`src/rtl/div_seq.sv`:
```
// Multi-cycle DIV/DIVU sequencer: 32-iteration restoring divider with pipeline stall and HI/LO write pulse.
// Optional macro DIV_ZERO_FAST_EN: a zero divisor completes IDLE->DONE without iterating.
module div_seq (
   input  logic        clk,
   input  logic        rst,
   input  logic        start,
   input  logic        sign,
   input  logic        annul,
   input  logic [31:0] dividend,
   input  logic [31:0] divisor,
   output logic        stall,
   output logic        hilo_we,
   output logic [31:0] hi,
   output logic [31:0] lo
);

   typedef enum logic [1:0] {IDLE, BUSY, DONE} state_t;

   state_t      state;
   logic [5:0]  cnt;
   logic [31:0] rem, quo, dvs;
   logic        neg_q, neg_r, dz;

   logic [31:0] abs_d, abs_v;
   logic [32:0] sh;
   logic        ge;
   logic [31:0] rem_nx, quo_nx;

   assign abs_d = (sign & dividend[31]) ? -dividend : dividend;
   assign abs_v = (sign & divisor[31])  ? -divisor  : divisor;

   // Shifted partial remainder can reach 33 bits; compare before subtracting so the result fits 32.
   assign sh     = {rem, quo[31]};
   assign ge     = (sh >= {1'b0, dvs});
   assign rem_nx = ge ? (sh[31:0] - dvs) : sh[31:0];
   assign quo_nx = {quo[30:0], ge};

   assign stall = ~rst & ~annul & (((state == IDLE) & start) | (state == BUSY));

   always_ff @(posedge clk) begin
      if (rst) begin
         state   <= IDLE;
         cnt     <= '0;
         rem     <= '0;
         quo     <= '0;
         dvs     <= '0;
         neg_q   <= 1'b0;
         neg_r   <= 1'b0;
         dz      <= 1'b0;
         hilo_we <= 1'b0;
         hi      <= '0;
         lo      <= '0;
      end else begin
         hilo_we <= 1'b0;
         case (state)
            IDLE: begin
               if (start && !annul) begin
                  quo   <= abs_d;
                  dvs   <= abs_v;
                  rem   <= '0;
                  cnt   <= '0;
                  neg_q <= sign & (dividend[31] ^ divisor[31]);
                  neg_r <= sign & dividend[31];
                  dz    <= (divisor == 32'd0);
`ifdef DIV_ZERO_FAST_EN
                  if (divisor == 32'd0) begin
                     lo      <= 32'hFFFF_FFFF;
                     hi      <= dividend;
                     hilo_we <= 1'b1;
                     state   <= DONE;
                  end else
`endif
                  state <= BUSY;
               end
            end
            BUSY: begin
               if (annul) begin
                  state <= IDLE;
               end else begin
                  rem <= rem_nx;
                  quo <= quo_nx;
                  cnt <= cnt + 6'd1;
                  if (cnt == 6'd31) begin
                     state   <= DONE;
                     hilo_we <= 1'b1;
                     // With a zero divisor the remainder ends as |dividend|, so sign correction restores the raw dividend.
                     lo      <= dz ? 32'hFFFF_FFFF : (neg_q ? -quo_nx : quo_nx);
                     hi      <= neg_r ? -rem_nx : rem_nx;
                  end
               end
            end
            DONE:    state <= IDLE;
            default: state <= IDLE;
         endcase
      end
   end

endmodule

```
`config.mk`:
```
export PLATFORM = sky130hd
export DESIGN_NAME = div_seq
export DESIGN_NICKNAME = d
export VERILOG_FILES = /design/src/rtl/div_seq.sv
export SDC_FILE = /design/constraint.sdc
export NUM_CORES = 1
export LEC_CHECK = 0
export ABC_AREA = 0
export BUFFER_PORTS_ARGS = -buffer_cell sky130_fd_sc_hd__buf_2
export CORE_ASPECT_RATIO = 0.9
export CORE_MARGIN = 3
export CORE_UTILIZATION = 25
export CTS_BUF_LIST = sky130_fd_sc_hd__clkbuf_8 sky130_fd_sc_hd__clkbuf_16
export CTS_CLUSTER_SIZE = 12
export DETAILED_ROUTE_END_ITERATION = 8
export GPL_TIMING_DRIVEN = 0
export HOLD_SLACK_MARGIN = 0.02
export PLACE_DENSITY = 0.47
export SYNTH_ARGS = -nofsm -noshare
export SYNTH_HDL_FRONTEND = slang
export SYNTH_SLANG_ARGS = --single-unit
```
`constraint.sdc`:
```
create_clock -name clk -period 8.2 [get_ports clk]
set_clock_uncertainty 0.05 [all_clocks]
set_input_delay 1.64 -clock clk [delete_from_list [all_inputs] [get_ports clk]]
set_output_delay 1.64 -clock clk [all_outputs]
set_load 0.05 [all_outputs]
```
==> results.md, run 1 <==
* Status: finished, final reports clean
* Fmax at between 100 and 150 MHz
* Mapped Cells at ~1500
* Setup-failing EPs final at 0
* Cell area after technology mapping at between 10000 and 15000 µm²
* Hold crit path type: reg2reg
* Setup TNS at 0 ns
* Final setup margin at around 0.36 ns
* Clock share of power at between 30% and 40%
* Ys Warns at 0
* CP required at roughly 8.5 ns
* Fin crit share at ~96%
* Via density at between 5 and 6
* Layout net count at between 1500 and 2000
* RSZ-0062 raised after global routing: false
* Logic pwr share at 23.5%
* Layout cells sized above 1 at between 10% and 20%
* Cell accounting for the most synthesized area: dfxtp_1
* Io pins at roughly 140
* Switching Power at 765 µW
* Post-synth EDFFs at 0
* Initial antenna violation count at 3
* CTS tree: yes
* Max cap viols at 0
* Root Buffer: clkbuf_16
* Switching Share at around a third
* Worst slew pin tran at approximately 1 ns
* Initial Util at around 26%
* Slew margin rel. at between 30% and 40%
* Number of H-tree levels at 4
* Final-report max-slew violation count at 0
* Clock Pin Slew Worst Setup and Hold Paths at 0.08 ns
* Syn Nets at about 1600
* Buffers on Ports at between 100 and 150
* Critical Path AT at a little over 8 ns
* Critical path class: reg2reg
* Worst path top cell family by delay: buffers and inverters
* Flops & latches, synth at approximately 170
* Core Area at around 45000 µm²
* Max rail drop VDD at 0.000144 V
* DR WL/cell at 20.4 µm
* Buf/Inv on CP at 4
* Rows at 73
* Pre-antenna DRT Iters at 7
* Sequential fraction of the synthesis area at between 30% and 40%
* Die Footprint at 48400 µm²
* Worst path slowest cell: buf_1
* First-pass GRT wire length at ~70000 µm
* Most frequent cells after synthesis: nor2_1, dfxtp_1, nand2_1, a21oi_1
* Tmin final at between 7 and 8 ns
* Final design utilization at 30.3%
* Post-synth top area share at between 30 and 40%
* Routability cong. at around 0.9
* Initial DRC Count at around 1000
* Final wirelength at roughly 47000 µm
* CP Max Fanout at 10
* GRT overflow at 0
* Delay of the slowest critical-path stage at about 0.73 ns
* DRT antenna net count at 0
* Post-Place Worst Slack at 0.447 ns
* Clock Path Buffers at 2
* DRC violations left at 0
* Die span in x at roughly 230 µm
* Cts-stage hold buffer count at 0
* Clk sinks at approximately 170
* Tot GR Track Use at a little under a fifth
* Die Height at ~210 µm
* Power Total at 2.32 mW
* Primary FF master, synth: dfxtp_1
* Cts bufs inserted at 17
* Largest net degree at the start of global routing at 17
* Vias in the first global route at around 11000
* Clk_lat worst skew at 0.45 ns
* Crit-path cells: ha_1 -> clkbuf_1 -> nand4_1 -> nor3_1 -> a41oi_1 -> o31ai_1 -> o21bai_1 -> clkbuf_2 -> clkbuf_1 -> buf_1 -> mux2i_1 -> ha_1 -> nand2_1 -> nor2_1 -> and3_1 -> nor4b_1 -> a41oi_1 -> o41ai_1 -> xor2_1 -> a211oi_1
* Area contributors post-synth: dfxtp_1, nor2_1, xnor2_1
* CP startpoint kind: flop
* Final hold violation count at 0
* Worst setup EP type: flop
* # fillers at between 4000 and 5000
* Internal Power at between 1.5 and 2 mW
* Netlist cell types at between 60 and 70
* Avg Cell Area, Syn at roughly 7.5 µm²
* Worst Hold Slack at roughly 0.40 ns
* Routed vias at between 10000 and 15000
* Cell Pwr Density at between 150 and 200 nW/µm²
* Synth-to-Final Area Change at 18.2%
* Register share of total power at 37.9%
* Most numerous cell in the Yosys netlist: nor2_1
* Asr flop ratio synth at 0%
* Leakage at 5.17 nW
* Dpl hpwl at 37300 µm
path summary, 6_finish.rpt:
path / to / depth (start not counted) / slack, ns / start
setup / recovery: hi[28] / 20 / 0.36 / rem[16]
hold / removal: hi[13] / 2 / 0.40 / hi[13]
setup reg to reg: hi[28] / 20 / 0.36 / rem[16]
hold reg to reg: hi[13] / 2 / 0.40 / hi[13]
layout by cell type, fill, tap and decap left out, types with 16 or more instances in the layout:
master,n
o31ai_1,31
clkbuf_1,80
nor2_1,227
or3_1,20
xor2_1,57
a21oi_1,128
nor4_1,16
buf_2,136
nor3_1,41
o21ai_0,65
or4_1,20
inv_1,56
a22oi_1,18
dfxtp_1,172
nand2_1,139
o22ai_1,22
nand3_1,26
xnor2_1,81
a211oi_1,60
clkbuf_16,17
ha_1,37
metrics by stage:
step / area [µm²] / std cells
6_report: 13500 / 2294
3_5_place_dp: 12900 / 2261
3_3_place_gp: 12900 / 2259
4_1_cts: 13500 / 2293
5_1_grt: 13500 / 2293
2_1_floorplan: 11400 / 1526
power by group through the flow:
stage               Combinational, mW  Sequential [mW]  Clock (mW)
global placement                0.534            0.899           0
floorplan                       0.355            0.893           0
global route                    0.596            0.884       0.943
finish                          0.545            0.881       0.896
detailed placement              0.535            0.900           0
CTS                             0.537            0.880       0.911
state kept, by name, indices dropped and copies added (netlist names):
name	flops
hilo_we	1
neg_r	1
cnt	6
dvs	32
state	2
quo	32
neg_q	1
dz	1
hi	32
rem	32
lo	32
per-layer routing:
metal	part of all wire (%)	global-route usage, %	wire, µm
met3	6.6	3.67	3110
met4	0.83	3.10	389
met1	50	28.3	23200
met2	43	28.7	20100
met5	0.028	0	13
logic make-up (layout without fill, tap and decap cells):
kind of cell    Yosys count  in the layout  synth area share [%]
compound gates          442            442                  25.4
xor+xnor                138            138                  10.6
fa+ha+maj                38             38                  4.22
buf+inv                 146            313                  4.82
flops                   172            172                  30.1
mux                      17             17                  1.53
other cells               0              1                     0
simple gates            573            573                  23.3
repair_timing:
item | in CTS | in global routing
buffers inserted | 0 | 0
endpoints found under the hold margin | 0 | 0
setup endpoints to repair | 0 | 7
resized for setup | 0 | 3
worst register-to-register path, delay by kind of cell (launching register included):
kind / cells / cell delay [ns]
flip-flops: 1 / 0.40
XOR/XNOR: 1 / 0.16
adder cells (fa/ha/maj): 2 / 0.60
multiplexers: 1 / 0.40
AND/OR/NAND/NOR: 6 / 1.78
buffers and inverters: 4 / 2.22
AO/OA/AOI/OAI: 6 / 2.13
cell type report:
class	instances	area (µm²)	area share, %
multi-input cells	1208	7460	55.1
flip-flops and latches	172	3440	25.5
well taps	600	751	5.55
repair buffers	135	684	5.06
clock buffers	17	425	3.14
plain buffers	90	343	2.53
inverters	56	210	1.55
clock inverters	15	209	1.54
diodes	1	2.50	0.0185
No activity file was read; power rests on OpenSTA's default activity.
==> run 2, diff against run 1 <==
--- a/config.mk
+++ b/config.mk
@@ -9,13 +9,14 @@
 export BUFFER_PORTS_ARGS = -buffer_cell sky130_fd_sc_hd__buf_2
 export CORE_ASPECT_RATIO = 0.9
 export CORE_MARGIN = 3
-export CORE_UTILIZATION = 25
+export CORE_UTILIZATION = 45
 export CTS_BUF_LIST = sky130_fd_sc_hd__clkbuf_8 sky130_fd_sc_hd__clkbuf_16
 export CTS_CLUSTER_SIZE = 12
 export DETAILED_ROUTE_END_ITERATION = 8
 export GPL_TIMING_DRIVEN = 0
-export HOLD_SLACK_MARGIN = 0.02
-export PLACE_DENSITY = 0.47
+export HOLD_SLACK_MARGIN = 0.05
+export PLACE_DENSITY = 0.7
+export SETUP_SLACK_MARGIN = 0.15
 export SYNTH_ARGS = -nofsm -noshare
 export SYNTH_HDL_FRONTEND = slang
 export SYNTH_SLANG_ARGS = --single-unit
==> results.md, run 2 (same netlist as run 1, synthesis figures left out) <==
* Status: finished, final reports clean
* Cell Pwr Density at 177 nW/µm² (+3.0%)
* Routed vias at 12200 (+1.2%)
* Layout net count at 1785 (-0.11%)
* # fillers at 2448 (-50%)
* Final hold violation count at 0 (unchanged)
* Rows at 54 (-26%)
* Layout cells sized above 1 at 11.4% (-0.10 points)
* CP Max Fanout at 10 (unchanged)
* Most common cell after layout, fill and taps aside: nor2_1
* First-pass GRT wire length at 61700 µm (-13%)
* Final setup margin at 0.872 ns (+0.508 ns)
* Final-report max-slew violation count at 0 (unchanged)
* Number of H-tree levels at 4 (unchanged)
* DRC violations left at 0 (unchanged)
* Leakage at 5.16 nW (-0.14%)
* Pre-antenna DRT Iters at 6 (-1)
* CP startpoint kind: flop
* Post-CTS Repair Setup Buffers at 0 (unchanged)
* GRT overflow at 0 (unchanged)
* Tot GR Track Use at 28.4% (+9.4 points)
* Die Height at 157 µm (-25%)
* Clk_lat worst skew at 0.44 ns (about the same)
* Buffers on Ports at 133 (unchanged)
* Largest net degree at the start of global routing at 18 (+1)
* GR Layer Usage met1 at 41.4% (+13 points)
* Dpl hpwl at 31200 µm (-16%)
* Initial antenna violation count at 0 (-3)
* Die Footprint at 27400 µm² (-43%)
* Delay of the slowest critical-path stage at 0.66 ns (-0.07 ns)
* Setup-failing EPs final at 0 (unchanged)
* Via density at 6.04 (+15%)
* Clock Pin Slew Worst Setup and Hold Paths at 0.07 ns (about the same)
* Slew margin rel. at 8.84% (-24 points)
* Tmin final at 7.33 ns (-0.508 ns)
* Hold crit path type: reg2reg
* Most frequent CP cell: clkbuf_1
* Root Buffer: clkbuf_16
* Fmax at 136 MHz (+6.9%)
* Vias in the first global route at 11200 (-2.0%)
* Critical path class: reg2reg
* Power Total at 2.34 mW (+0.56%)
* Core Area at 24600 µm² (-45%)
* Met2 usage at 42.0% (+13 points)
* Crit-path cells: ha_1 -> clkbuf_1 -> a21o_1 -> and2_1 -> or3_1 -> a211oi_2 -> o21bai_1 -> clkbuf_1 -> clkbuf_1 -> buf_1 -> mux2i_1 -> ha_1 -> nand2_1 -> nor2_1 -> and3_1 -> nor4b_1 -> a41oi_1 -> o41ai_1 -> xor2_1 -> a211oi_1
* Clk sinks at 172 (unchanged)
* Worst slew pin tran at 1.35 ns (+0.365 ns)
* Cts-stage hold buffer count at 0 (unchanged)
* Max cap viols at 0 (unchanged)
* DR WL/cell at 19.8 µm (-3.1%)
* Cts bufs inserted at 17 (unchanged)
* Routability cong. at 1.01 (+11%)
* Max rail drop VDD at 0.000133 V (-7.6%)
* CTS tree: yes
* Clock Path Buffers at 2 (unchanged)
* Fin crit share at 89.4% (-6.2 points)
* CP required at 8.50 ns (about the same)
* Worst setup EP type: flop
* Initial DRC Count at 1579 (+53%)
* Worst Hold Slack at 0.398 ns (-0.000321 ns)
* Final wirelength at 40100 µm (-14%)
* Setup TNS at 0 ns (unchanged)
* DRT antenna net count at 0 (unchanged)
* Worst path slowest cell: o21bai_1
* Initial Util at 46.5% (+21 points)
* Final design utilization at 53.7% (+23 points)
* RSZ-0062 raised after global routing: false
* Critical Path AT at 7.63 ns (-0.50 ns)
* Synth-to-Final Area Change at 15.3%
* Met3 Use GR at 6.17% (+2.5 points)
* Post-Place Worst Slack at 1.29 ns (+0.839 ns)
* Most frequent cells in the layout: nor2_1, dfxtp_1, nand2_1, buf_2, a21oi_1
* Io pins at 135 (unchanged)
* Grt peak-use layer: met2
* Die span in x at 174 µm (-25%)
* Post-CTS Resized at 0 (unchanged)
[run 2: metrics by stage]
| step | instance area (µm²) | cells |
|---|---|---|
| CTS | 13200 | 2027 |
| floorplan | 11400 | 1526 |
| global placement | 12500 | 1995 |
| detailed placement | 12500 | 1995 |
| global route | 13200 | 2027 |
| finish | 13200 | 2028 |
[run 2: per-layer routing]
layer | routed length [µm] | vias to the layer above
met5 | 0 | -
met1 | 18400 | 5708
li1 | - | 5820
met3 | 4040 | 69
met2 | 16700 | 642
met4 | 920 | 0
[run 2: final timing paths]
check	startpoint	to	slack, ns	depth (start not counted)
hold reg to reg	hi[1]	hi[1]	0.40	2
setup / recovery	rem[2]	hi[28]	0.87	20
hold / removal	hi[1]	hi[1]	0.40	2
setup reg to reg	rem[2]	hi[28]	0.87	20
[run 2: cell type report]
type                    count  area [µm²]  area share (%)
inverters                  56         210            1.59
repair buffers            133         666            5.04
flip-flops and latches    172        3440            26.1
clock inverters            14         221            1.68
well taps                 336         420            3.18
clock buffers              18         439            3.33
diodes                      1        2.50          0.0190
plain buffers              90         342            2.59
multi-input cells        1208        7460            56.5
[run 2: critical path: cells and delay by family, from the launching register on]
family / cells / cell delay, ns
compound gates: 6 / 2.35
buf+inv: 4 / 2.11
simple gates: 6 / 1.29
fa+ha+maj: 2 / 0.56
flops: 1 / 0.38
mux: 1 / 0.36
xor+xnor: 1 / 0.13
[run 2: power by group]
group | total, mW | switching, mW | internal (mW)
clock network | 0.924 | 0.392 | 0.532
registers | 0.882 | 0.0246 | 0.858
logic | 0.529 | 0.346 | 0.182
